File: config.mk
export PLATFORM = sky130hd
export DESIGN_NAME = mram_access_arbiter
export DESIGN_NICKNAME = d
export VERILOG_FILES = /design/src/rtl/mram_arb_pkg.sv /design/src/rtl/mram_arb_rr_pick.sv /design/src/rtl/mram_access_arbiter.sv
export SDC_FILE = /design/constraint.sdc
export NUM_CORES = 1
export LEC_CHECK = 0
export BUFFER_PORTS_ARGS = -buffer_cell sky130_fd_sc_hd__clkbuf_2
export CAP_MARGIN = 20
export CORE_AREA = 2 2 128 130
export CTS_CLUSTER_SIZE = 14
export DETAILED_ROUTE_END_ITERATION = 6
export DIE_AREA = 0 0 130 132
export PLACE_DENSITY_LB_ADDON = 0.25
export SLEW_MARGIN = 20
export SYNTH_ARGS = -nofsm -noshare
export SYNTH_HDL_FRONTEND = slang
export SYNTH_HIERARCHICAL = 1
export SYNTH_SLANG_ARGS = --single-unit
File: constraint.sdc
create_clock -name clk -period 4.2 [get_ports clk]
set_input_delay 0.42 -clock clk [delete_from_list [all_inputs] [get_ports clk]]
set_output_delay 0.42 -clock clk [all_outputs]
set_load 0.01 [all_outputs]
File: src/rtl/mram_arb_pkg.sv
// Shared types for the MRAM port arbiter: FSM states, owner encodings and
// the {NVR,TMEN,AREF} mode bundle.
package mram_arb_pkg;

  typedef enum logic [1:0] {
    IDLE   = 2'd0,
    RD_OWN = 2'd1,
    WR_OWN = 2'd2
  } arb_state_e;

  localparam logic RD = 1'b0;
  localparam logic WR = 1'b1;

  typedef struct packed {
    logic nvr;
    logic tmen;
    logic aref;
  } mram_mode_t;

endpackage

File: src/rtl/mram_arb_rr_pick.sv
// Two-way round-robin pick: a lone requester wins; on a tie the path that
// did not own the port last time wins.
module mram_arb_rr_pick
  import mram_arb_pkg::*;
(
  input  logic rd_req_i,
  input  logic wr_req_i,
  input  logic last_owner_i,
  output logic valid_o,
  output logic winner_o
);

  always_comb begin
    valid_o  = rd_req_i | wr_req_i;
    winner_o = RD;
    if (rd_req_i && wr_req_i) begin
      winner_o = ~last_owner_i;
    end else if (wr_req_i) begin
      winner_o = WR;
    end
  end

endmodule

File: src/rtl/mram_access_arbiter.sv
// Arbitrates the single MRAM macro port between the uDMA read and write size
// converters with round-robin priority, transaction locking and burst limit.
//
// state  | meaning
// IDLE   | no owner; winner of the round-robin pick is served combinationally
// RD_OWN | read path holds the port until rd_eot_i or a burst yield
// WR_OWN | write path holds the port until wr_eot_i or a burst yield
module mram_access_arbiter
  import mram_arb_pkg::*;
#(
  parameter int ADDR_W    = 16,
  parameter int DATA_W    = 64,
  parameter int MAX_BURST = 0,
  parameter int CNT_W     = 8
) (
  input  logic              clk,
  input  logic              rst_n,
  input  logic              rd_req_i,
  input  logic [ADDR_W-1:0] rd_addr_i,
  input  logic              rd_clk_en_i,
  input  logic              rd_eot_i,
  input  logic [2:0]        rd_mode_i,
  output logic              rd_gnt_o,
  output logic [DATA_W-1:0] rd_rdata_o,
  input  logic              wr_req_i,
  input  logic [ADDR_W-1:0] wr_addr_i,
  input  logic [DATA_W-1:0] wr_wdata_i,
  input  logic              wr_clk_en_i,
  input  logic              wr_eot_i,
  input  logic [2:0]        wr_mode_i,
  output logic              wr_gnt_o,
  output logic              mram_req_o,
  output logic              mram_we_o,
  output logic [ADDR_W-1:0] mram_addr_o,
  output logic [DATA_W-1:0] mram_wdata_o,
  output logic              mram_clk_en_o,
  output logic [2:0]        mram_mode_o,
  input  logic              mram_gnt_i,
  input  logic [DATA_W-1:0] mram_rdata_i,
  output logic              busy_o,
  output logic              owner_o
);

  arb_state_e        state_q, state_d;
  logic              last_owner_q, last_owner_d;
  logic [CNT_W-1:0]  beat_cnt_q, beat_cnt_d;
  mram_mode_t        mode_q, mode_d;

  logic pick_valid, pick_winner;
  logic sel_valid, sel_wr, sel_req, sel_eot, peer_req;
  logic in_own, burst_hit, yield, eot_block;
  logic port_req, path_gnt, beat;

  mram_arb_rr_pick u_rr_pick (
    .rd_req_i     (rd_req_i),
    .wr_req_i     (wr_req_i),
    .last_owner_i (last_owner_q),
    .valid_o      (pick_valid),
    .winner_o     (pick_winner)
  );

  always_comb begin
    sel_valid = 1'b0;
    sel_wr    = RD;
    case (state_q)
      IDLE: begin
        sel_valid = pick_valid;
        sel_wr    = pick_winner;
      end
      RD_OWN: begin
        sel_valid = 1'b1;
        sel_wr    = RD;
      end
      WR_OWN: begin
        sel_valid = 1'b1;
        sel_wr    = WR;
      end
      default: begin
        sel_valid = 1'b0;
        sel_wr    = RD;
      end
    endcase

    sel_req   = sel_wr ? wr_req_i : rd_req_i;
    sel_eot   = sel_wr ? wr_eot_i : rd_eot_i;
    peer_req  = sel_wr ? rd_req_i : wr_req_i;
    in_own    = (state_q != IDLE);
    burst_hit = (MAX_BURST != 0) && (beat_cnt_q >= CNT_W'(MAX_BURST));
    yield     = in_own & burst_hit & peer_req;
    // eot closes the transaction; a request in that same cycle is refused
    eot_block = in_own & sel_eot;

    port_req = rst_n & sel_valid & sel_req & ~yield & ~eot_block;
    path_gnt = rst_n & sel_valid & mram_gnt_i & ~yield & ~eot_block;
    beat     = sel_req & path_gnt;

    mram_req_o    = port_req;
    rd_gnt_o      = path_gnt & (sel_wr == RD);
    wr_gnt_o      = path_gnt & (sel_wr == WR);
    mram_addr_o   = sel_valid ? (sel_wr ? wr_addr_i : rd_addr_i) : '0;
    mram_we_o     = port_req & (sel_wr == WR);
    mram_wdata_o  = mram_we_o ? wr_wdata_i : '0;
    mram_clk_en_o = path_gnt & (sel_wr ? wr_clk_en_i : rd_clk_en_i);
    mram_mode_o   = mode_q;
    rd_rdata_o    = mram_rdata_i;
    busy_o        = in_own;
    owner_o       = (state_q == WR_OWN);

    state_d      = state_q;
    last_owner_d = last_owner_q;
    beat_cnt_d   = beat_cnt_q;
    mode_d       = mode_q;
    case (state_q)
      IDLE: begin
        if (pick_valid && beat) begin
          state_d      = pick_winner ? WR_OWN : RD_OWN;
          last_owner_d = pick_winner;
          mode_d       = mram_mode_t'(pick_winner ? wr_mode_i : rd_mode_i);
          beat_cnt_d   = CNT_W'(1);
        end
      end
      RD_OWN, WR_OWN: begin
        if (sel_eot || yield) begin
          state_d    = IDLE;
          beat_cnt_d = '0;
        end else if (beat && (beat_cnt_q != '1)) begin
          beat_cnt_d = beat_cnt_q + CNT_W'(1);
        end
      end
      default: state_d = IDLE;
    endcase
  end

  always_ff @(posedge clk) begin
    if (!rst_n) begin
      state_q      <= IDLE;
      last_owner_q <= WR;
      beat_cnt_q   <= '0;
      mode_q       <= '0;
    end else begin
      state_q      <= state_d;
      last_owner_q <= last_owner_d;
      beat_cnt_q   <= beat_cnt_d;
      mode_q       <= mode_d;
    end
  end

endmodule
==> run_results.csv <==
group,metric,value,unit
run_status,status,"finished clean",
sta,timing_max_transition_violations_final,0,
place,port_buffers,200,
clock_network,post_cts_buffers,0,
layout,most-common-layout-cells,"clkbuf_2, and2_1, nand2_1, a21oi_1, inv_1",
synthesis,synth.top_cells.by_area,"buf_4, and2_1, nand2_1",
synthesis,netlist.top_cell.by_area,"buf_4",
layout,syn2layout_area_growth,51.6,%
place,detailedPlace.worstSlack,1270,ps
pwr,power_per_cell_area,185,mW/mm^2
global_route,antenna_found_initial,0,
synthesis,yosys.cell_types.count,31,
clock_network,clock_sink_count,6,
sta,min_period_over_period,69.6,%
worst_setup_path,setup.worst_path.end_class,"output port",
global_route,grt_first_pass_wirelength,12.2,mm
drt,detailroute.via_count,2061,
worst_setup_path,arrival,2500,ps
run,max-cap-violations,0,
clock_network,clk_path_buf_depth,2,
layout,post_route_cells_drive_above_1_share,55.6,%
sta,report.final.hold_viol_count,0,
worst_setup_path,critical_path.startpoint_type,"flop",
global_route,grt_pass1_vias,2133,
floorplanning,floorplan.die.height,132,um
sta,finalSetupTns,0,ps
clock_network,post_cts_resize_count,0,
sta,finClkSkew,2.17,ps
global_route,grt-ovfl-total,0,
sta,tightestPinTransition,863,ps
synthesis,syn-mean-instance-area,6.53,sq um
drt,per_cell_routed_wire_length,14.1,um
synthesis,ys_seq_elements,6,
hold_path,holdCritPathClass,"input port to flop",
clock_network,cts_buffers,3,
drt,detailedRoute.firstIterationViolations,60,
synthesis,synth_warnings,6,
place,placed_cell_count,590,
sta,max_freq,0.342,GHz
layout,design.final.nets,558,
floorplanning,coreArea,0.0157,sq mm
layout,regArea,120,sq um
clock_network,clock_tree_from_tritoncts,"yes",
synthesis,synth.yosys.seq_area_share,7.36,%
synthesis,synth.top_cell.area_share,29.4,%
floorplanning,fp.dieArea,0.0172,sq mm
layout,combined_area_of_the_multi_input_logic_cells,946,sq um
synthesis,syn_nets,428,
clock_network,clkSlewWorstSetupHoldPaths,30,ps
global_route,largest_net_degree_at_the_start_of_global_routing,66,
worst_setup_path,cp_data_required_time,3780,ps
layout,layout.filler_cells,1841,
drt,post_route_ant_nets,0,
clock_network,ctsRootBufferMaster,"clkbuf_16",
sta,grt_setup_unrepaired,"no",
drt,wirelength,8.39,mm
synthesis,synthesis.area,0.00163,sq mm
sta,finalSetupViolCount,0,
pwr,vdd_drop_max,0.0757,mV
place,dpl.hpwl,7.33,mm
synthesis,synthCells,250,
global_route,grt_usage,9.03,%
clock_network,number_of_buffers_added_to_fix_hold_violations_after_cts,0,
floorplanning,row_count,46,
drt,drt_pre_antenna_iters,4,
layout,antenna-diode-count,0,
sta,final_setup_margin,1280,ps
drt,route.detailed.drc,0,
clock_network,clock_tree.htree_level_count,1,
floorplanning,ioPinCount,329,
layout,end_of_flow_core_utilization,15.7,%
worst_setup_path,crit_fanout,35,
drt,drt-vias-per-instance,3.47,
pwr,leakagePower,1.41,nW
worst_setup_path,critPathKind,"flop to output port",
pwr,design_power_total,457,uW
layout,layout.cells.most_common,"clkbuf_2",
layout,fin_cells,594,
floorplanning,start_util,10.4,%
sta,slew-limit-headroom,42.4,%
place,gp_routability_congestion,0.759,
sta,period_needed,2920,ps
floorplanning,dieWidth,130,um
clock_network,worstSkewPairLatency,230,ps
## sequential cells by signal, summed over array words and instances, names as in the netlist
| register | count |
|---|---|
| last_owner_q | 1 |
| mram_mode_o | 3 |
| state_q | 2 |
## through the flow
stage,hold slack (ps),instance area [sq um]
after floorplan,479,1630
after global placement,507,2370
after detailed placement,516,2370
after CTS,462,2450
after global routing,511,2470
final,465,2470
## synthesized netlist by cell type
master / count
ha_1: 3
buf_1: 1
a21oi_1: 23
o32ai_1: 2
or3_1: 1
buf_4: 64
buf_2: 1
dfxtp_1: 6
clkbuf_2: 1
nand2_1: 40
a21o_4: 1
nor2_1: 4
a21oi_2: 1
or2_2: 1
a21boi_1: 1
or2_1: 1
inv_1: 7
mux2_4: 1
a221oi_1: 1
buf_6: 2
mux2i_1: 5
o2111ai_1: 1
clkbuf_1: 8
a21o_1: 1
a211oi_1: 1
o21ai_0: 1
nor2b_1: 1
and2_1: 64
nor3_1: 1
a311oi_1: 3
nand4_1: 2
## report_power, final
part	total (mW)	internal (mW)	leakage [nW]	switching [mW]
clock network	0.153	0.122	0.0370	0.0306
logic	0.241	0.106	1.32	0.134
registers	0.0636	0.0612	0.0489	0.00235
total	0.457	0.290	1.41	0.167
## worst max-delay path, cell delays in order (launching register included)
cell and delay (ps):
dfxtp_1 310, inv_1 90, ha_1 340, a21o_1 200
o2111ai_1 230, nor2_4 560, buf_16 230, and2_1 160
clkbuf_2 140
## metal layers
metal  track usage, %  share of wire, %
met1             10.9                43
met2             15.7                48
met3             1.87               7.0
met4             3.29               2.6
met5                0                 0
## cell families after synthesis
family	Yosys count	synth area share (%)
compound gates	36	14.0
fa+ha+maj	3	2.30
buf+inv	84	35.1
flops	6	7.36
mux	6	3.99
simple gates	115	37.3
## path summary, 6_finish.rpt
kind	start	end	slack [ps]	cells past startpoint
setup / recovery	state_q[0]	mram_wdata_o[27]	1280	8
hold / removal	rst_n	last_owner_q	470	2
setup reg to reg	state_q[0]	mram_mode_o[2]	2050	6
hold reg to reg	mram_mode_o[1]	mram_mode_o[1]	520	2
## area by class of cell
cell class                      instances  share of cell area, %
Sequential cell                         6                   4.86
Inverter                                7                   1.06
Tap cell                              216                   10.9
Timing Repair Buffer                  202                   41.9
Multi-Input combinational cell        160                   38.2
Clock buffer                            3                   3.03
Power figures use the tool's default switching activity.
